### src/rtl/mul_issue_ctrl.sv
// Operand/result sequencer wrapped around the radix-8 Booth multiplier datapath.
// Latency: accept -> 1 LAUNCH cycle -> BUSY until mul_done -> result valid next cycle; one op in flight, no queuing.
module mul_issue_ctrl #(
  parameter int TIMEOUT = 64,
  parameter int PROD_W  = 67,
  parameter int RES_W   = 64
) (
  input  logic              clk,
  input  logic              rst_b,
  input  logic              in_valid,
  output logic              in_ready,
  input  logic [31:0]       in_x,
  input  logic [31:0]       in_y,
  output logic [31:0]       mul_x,
  output logic [31:0]       mul_y,
  output logic              mul_active,
  input  logic              mul_done,
  input  logic [PROD_W-1:0] mul_product,
  output logic              out_valid,
  input  logic              out_ready,
  output logic [RES_W-1:0]  out_res,
  output logic              out_ovf,
  output logic              out_err,
  output logic              busy
);

  localparam logic [1:0] ST_IDLE   = 2'd0;
  localparam logic [1:0] ST_LAUNCH = 2'd1;
  localparam logic [1:0] ST_BUSY   = 2'd2;
  localparam logic [1:0] ST_HOLD   = 2'd3;

  localparam int CW = (TIMEOUT > 2) ? $clog2(TIMEOUT) : 1;
  localparam logic [CW-1:0] WDOG_LAST = CW'(TIMEOUT - 1);

  logic [1:0]    state;
  logic [CW-1:0] wdog;
  logic [PROD_W-RES_W:0] prod_hi;
  logic          prod_ovf;

  // The product fits only when the bits above the result are a pure sign extension.
  assign prod_hi  = mul_product[PROD_W-1:RES_W-1];
  assign prod_ovf = !((&prod_hi) || (~|prod_hi));

  assign in_ready   = (state == ST_IDLE);
  assign mul_active = (state == ST_LAUNCH) || (state == ST_BUSY);
  assign out_valid  = (state == ST_HOLD);
  assign busy       = (state != ST_IDLE);

  always_ff @(posedge clk or negedge rst_b) begin
    if (!rst_b) begin
      state   <= ST_IDLE;
      wdog    <= '0;
      mul_x   <= '0;
      mul_y   <= '0;
      out_res <= '0;
      out_ovf <= 1'b0;
      out_err <= 1'b0;
    end else begin
      case (state)
        ST_IDLE: begin
          if (in_valid) begin
            mul_x <= in_x;
            mul_y <= in_y;
            state <= ST_LAUNCH;
          end
        end
        ST_LAUNCH: begin
          wdog  <= '0;
          state <= ST_BUSY;
        end
        ST_BUSY: begin
          wdog <= wdog + CW'(1);
          // A done strobe on the final watchdog cycle still counts as a completion.
          if (mul_done) begin
            out_res <= mul_product[RES_W-1:0];
            out_ovf <= prod_ovf;
            out_err <= 1'b0;
            state   <= ST_HOLD;
          end else if (wdog == WDOG_LAST) begin
            out_res <= '0;
            out_ovf <= 1'b0;
            out_err <= 1'b1;
            state   <= ST_HOLD;
          end
        end
        ST_HOLD: begin
          if (out_ready) state <= ST_IDLE;
        end
        default: state <= ST_IDLE;
      endcase
    end
  end

endmodule
### config.mk
export PLATFORM = sky130hd
export DESIGN_NAME = mul_issue_ctrl
export DESIGN_NICKNAME = d
export VERILOG_FILES = /design/src/rtl/mul_issue_ctrl.sv
export SDC_FILE = /design/constraint.sdc
export NUM_CORES = 1
export LEC_CHECK = 0
export ABC_CLOCK_PERIOD_IN_PS = 2000
export CAP_MARGIN = 30
export CORE_MARGIN = 2
export CORE_UTILIZATION = 40
export DETAILED_ROUTE_END_ITERATION = 8
export MAX_ROUTING_LAYER = met4
export PLACE_DENSITY = 0.89
export SETUP_SLACK_MARGIN = 0.5
export SYNTH_ARGS = -nofsm -noshare
export SYNTH_HDL_FRONTEND = slang
export SYNTH_SLANG_ARGS = --single-unit
### constraint.sdc
create_clock -name clk -period 2 [get_ports clk]
set_input_delay 0.3 -clock clk [delete_from_list [all_inputs] [get_ports clk]]
set_output_delay 0.3 -clock clk [all_outputs]
set_load 0.02 [all_outputs]
## After elaboration in Yosys (flattened, before gate mapping)

Index checks and enable logic that the tools add are counted.

- Bits in registers: 138
- Bits in latches: 0
- Memory bits (writable): 0
- ROM bits: 0
- Bits of input ports: 136
- Output and inout port bits: 134
- Logic and storage cells: 40
- Memories: 0

- Add/subtract/negate cells: 1
- Multiply operators: 0
- Divide/modulo/power cells: 0
- Magnitude comparators: 0
- Equal/unequal tests: 7
- Shifts and indexed selects: 0
- Muxes and demuxes: 12
- Bitwise gates (word level): 0
- Reductions and logical operators: 13

Operator list:

| kind | number |
|---|---|
| 2-to-1 mux 64 bit | 2 |
| one-hot mux 6 bit (2 select lines) | 1 |
| 2-to-1 mux 2 bit | 4 |
| one-hot mux 2 bit (4 select lines) | 1 |
| adder 6 x 1 -> 6 bit (second input constant) | 1 |
| equality test 6 bit (second input constant) | 1 |
| nonzero test 2 bit | 3 |
| equality test 2 bit (second input constant) | 2 |
| 2-to-1 mux 1 bit | 4 |
| AND reduction 2 bit | 2 |
| AND reduction 4 bit | 1 |
| OR reduction 4 bit | 1 |
| != test 3 x 2 -> 1 bit (second input constant) | 1 |
| AND reduction 3 bit | 1 |
| equality test 2 x 1 -> 1 bit (second input constant) | 1 |
| zero test 1 bit | 2 |
| zero test 2 bit | 1 |
| logical OR 1 bit | 2 |
| != test 2 x 1 -> 1 bit (second input constant) | 1 |
| != test 2 bit (second input constant) | 1 |

## Longest topological paths before layout

- Word-level depth: 5
- Mapped depth: 10
- Depth with buffers taken out: 6

## Least setup slack after synthesis

No wires, ideal clock.

- Path type: register -> register
- Start point: reg state[0]
- End point: reg state[1]
- Library setup time: 0.125 ns
- Arrival: 1.657 ns
- Required time: 1.875 ns
- Setup slack: 0.219 ns
- Cell stages (with the launch flop): 7
- Period minus slack after synthesis: 1.781 ns
- Cell sequence: dfrtp_1 -> inv_1 -> ha_1 -> inv_1 -> o22ai_1 -> a311oi_1 -> mux2_2

- Cells in the longest elaborated chain, start to end: 3
- Elaborated cells between the ends (all ways): 9
- Those cells by class: 6 x eq/ne; 1 x mux; 2 x reduce/logical

Ends and longest elaborated chain:

| item | line | text |
|---|---|---|
| start, declared | 35 | `logic [1:0] state;` |
| start signal, assigned | 51 | `state <= ST_IDLE;` |
| start signal, assigned | 64 | `state <= ST_LAUNCH;` |
| start signal, assigned | 69 | `state <= ST_BUSY;` |
| zero test 2 bit (*) | n/a |  |
| net in_ready | 11 | `output logic in_ready,` |
| != test 2 bit (no source line) | n/a |  |
| AND reduction 3 bit (no source line) | n/a |  |

Mark *: on every way through the listed nets, which the timed path passes. The rest lies on a longest branch.
A chain may end at the register's enable or synchronous reset.

## Final worst setup path

- Start point: reg state[0]
- End point: reg out_res[11]

- Cells in the longest elaborated chain, start to end: 2

Ends and longest elaborated chain:

| item | line | text |
|---|---|---|
| equality test 2 bit | 59 | `case (state)` |
| AND reduction 2 bit (no source line) | n/a |  |
| end signal, assigned | 75 | `out_res <= mul_product[RES_W-1:0];` |
| end, declared | 21 | `output logic [RES_W-1:0] out_res,` |

No other way between the ends.

==> impl.org <==
** Clocking
- Number of H-tree branching levels :: 4
- Max clock buf depth :: 2
- Master cell of the clock root buffer :: clkbuf_16
- Latest clock arrival within the worst-skew pair :: roughly 420 ps
- Clock tree synthesis found a total of roughly 140 sinks.
- Number of buffers created by CTS :: 17
- TritonCTS built the clock tree.
- Clock slew at reported path FFs :: roughly 60 ps

** Power
- Combinational group share of total power :: 0.479
- Of the total power, the clock network draws 0.203.
- Total leakage power :: between 0.004 and 0.005 uW
- Fraction of power consumed by sequential logic :: 0.318
- The analysis attributes to net switching a power of 6040 uW.
- Of the total power, the share spent switching nets is 0.391.
- Worst IR Drop VDD :: between 0.9 and 1 mV
- Power per Cell Area :: between 1500 and 2000 nW/um^2
- Internal power comes to around 9400 uW.

** Drt
- The count of nets left with antenna violations once routing finished came out at 0.
- Total wire length after detailed routing :: roughly 19000 um
- Initial DRC Count :: between 200 and 250
- In the routed layout, each cell is associated on average with a via count of ~5.1.
- Drc violations :: 0
- Initial DRT Pass Iterations :: 4
- After detailed routing, the average wire length per cell comes to around 20 um.
- Summing over every cut layer, the via total after detailed routing is just under 5k.

** Place
- At the end of routability-driven placement, the weighted congestion stood at 0.834.
- Including well taps, the total number of placed cells is 900.
- Port buffering added approximately 270 buffers.
- Pre-CTS WS :: about 230 ps
- The HPWL after detailed placement is about 11000 um.

** Run status
- Status :: finished, final reports clean

** Synthesis
- Averaged over all synthesized cells, the footprint is 11.6 sq um.
- Sequential area share after synthesis :: 0.630
- Synthesized instance count :: 474
- Most frequently used cell type in the post-synthesis netlist :: dfrtp_1
- Count of unique library cells instantiated by Yosys :: 30
- Post-Synthesis Net Count :: ~620
- In this run, synthesis inferred 0 flip-flops with an integrated enable.
- Mapped Area :: 5480 sq um
- Primary FF master, synth :: dfrtp_1
- In this run, synthesis produced a sequential element count of roughly 140.
- Counting flops with an async set or reset pin after synthesis yields a share of 1.00.
- Fraction of synthesized cell area taken by the top area cell type :: 0.630
- Most used standard cells in the synthesized netlist :: dfrtp_1 (138), nand2_1 (135), mux2_2 (65), nand3_1 (64), buf_2 (18)
- The Yosys step of the flow raised 0 warnings.
- After synthesis, the cell types taking the most area are dfrtp_1 (63%), mux2_2 (13%), nand2_1 (9.3%).
- Cell taking the most area after synthesis :: dfrtp_1

** Timing
- Final sum of negative setup slack :: 0 ps
- Largest clock skew in the final design :: 11.9 ps
- Post-layout worst setup margin :: 356 ps
- Worst hold-check slack :: slightly above 400 ps
- Final count of negative-setup-slack endpoints :: 0
- Number of slew-limit violations in the final report :: 0
- Final critical-path required period :: roughly 1600 ps
- Setup repair after global routing could not meet its margin everywhere.
- Share of the clock period used by the worst path after layout :: 0.822
- Number of hold violations in the final report :: 0
- At the pin with the least slew margin, the transition time is between 600 and 700 ps.
- In this run the tightest slew margin relative to its limit is 0.594.
- Static timing analysis puts the maximum clock frequency at a little over 0.6 GHz.

** Critical path
- STA classifies the critical path startpoint as a flop.
- STA classifies the critical path endpoint as a flop.
- STA puts the critical path data arrival time at between 1500 and 2000 ps.
- Kind of critical path :: reg -> reg
- Of all nets on the critical path, the largest fanout is 8.
- Number of cells traversed by the worst register-to-register path :: 8
- Required time at the endpoint of the critical path :: between 2000 and 2500 ps

** Global routing
- Entering global routing, the biggest net connects 64 pins.
- Global-route congestion overflow total :: 0
- For this run, the total global-route usage over all layers was measured as 0.248.
- The number of global-route vias before repair was ~5k.
- The first global-routing pass estimated approximately 26000 um of wire.
- Initial antenna violation count :: 0

** Floorplanning
- Site Rows :: 42
- 270 I/O pins were placed.
- Die extent in y :: between 100 and 150 um
- Measured along the x axis, the die boundary spans approximately 120 um.
- The total area inside the core boundary comes to approximately 13000 sq um.
- For this configuration, the core starts out at a cell density of 0.412.
- Die area :: 14600 sq um

** Finish
- Antenna diode count :: 0
- In the final design database the tool counted 919 nets.
- Fraction of layout cells with a size suffix above 1 :: 0.290
- The finished layout holds around 970 standard cells, fillers aside.
- For this run, the share of the core covered by cells in the final layout is 0.738.
- Area Growth Syn to Fin :: 79.0%

** Flow run
- Max-cap violations in this run came to 0.

** Worst hold path
- The path class of the tightest hold or removal check is in -> reg.
- Hold Path Depth :: 3
## layout make-up
cell class,instances,area (sq um)
sequential,138,3450
inverter,8,35.0
clock buffer,19,453
fill,910,3490
tap,176,220
clock inverter,13,143
timing repair buffer,315,3240
multi-input combinational,298,2260
## placed cells by master (no fill, tap or decap), types with 3 or more instances in the layout
cell,synthesis,final
o21ai_0,4,4
nand3_4,0,6
dfrtp_1,138,137
clkbuf_16,0,21
buf_6,4,14
clkdlybuf4s50_1,0,134
buf_4,1,16
mux2_2,65,63
buf_12,0,6
nand3_1,64,11
buf_16,0,9
nand2_2,0,6
nand2_1,135,127
dlygate4sd2_1,0,128
inv_1,8,4
nand4_1,3,3
clkinvlp_4,0,5
nand3_2,4,51
## power groups by stage
stage | Clock [uW] | Combinational [uW] | Sequential [uW]
final | 3130 | 7400 | 4920
after global routing | 3310 | 7810 | 5060
after CTS | 3180 | 6820 | 4800
after detailed placement | 0 | 7360 | 4880
after global placement | 0 | 7140 | 4810
after floorplan | 0 | 2240 | 6390
## sequential cells by signal, indices dropped and copies added, names as in the netlist
name,count
mul_x,32
state,2
out_err,1
out_res,64
mul_y,32
out_ovf,1
wdog,6
## logic make-up after synthesis
kind of cell    count (synthesis)  synth area share
xor+xnor                        1           0.00160
flops                         138             0.630
fa+ha+maj                       5            0.0114
simple gates                  213             0.169
compound gates                 13            0.0160
buf+inv                        38            0.0363
mux                            66             0.135
## repair_timing
| action | CTS | global route |
|---|---|---|
| setup buffers | 13 | 8 |
| hold buffers | 1 | 0 |
| setup endpoints to repair | 267 | 135 |
| pin swaps | 25 | 70 |
| endpoints found under the hold margin | 58 | 0 |
| resized for setup | 172 | 76 |
| cloned | 9 | 4 |
## stage by stage
stage | area [sq um] | power [uW]
2_1_floorplan | 5580 | 8630
3_3_place_gp | 8450 | 11900
3_5_place_dp | 8450 | 12200
4_1_cts | 9320 | 14800
5_1_grt | 9810 | 16200
6_report | 9810 | 15500
## critical path, stage by stage (launching register included)
cell and delay [ps]:
dfrtp_1 390, inv_2 120, ha_4 180, nand4_1 90, or2_4 300, buf_6 150
clkbuf_16 180, nand3_2 80, nand2_1 50
## path summary, 6_finish.rpt
| kind | from | to | slack, ps |
|---|---|---|---|
| worst max-delay path | state[0] | out_res[11] | 360 |
| worst min-delay path | mul_product[8] | out_res[8] | 410 |
| worst max register to register | state[0] | out_res[11] | 360 |
| worst min register to register | mul_y[17] | mul_y[17] | 500 |
| max in group asynchronous | rst_b | mul_x[14] | 890 |
| min in group asynchronous | rst_b | out_res[8] | 430 |
## routing by layer
metal  share of wire  GRT usage
met1            0.37      0.270
met2            0.52      0.424
met3           0.075     0.0738
met4           0.035      0.100
met5               0          -
Note: power is estimated with default switching activity, not from simulation.
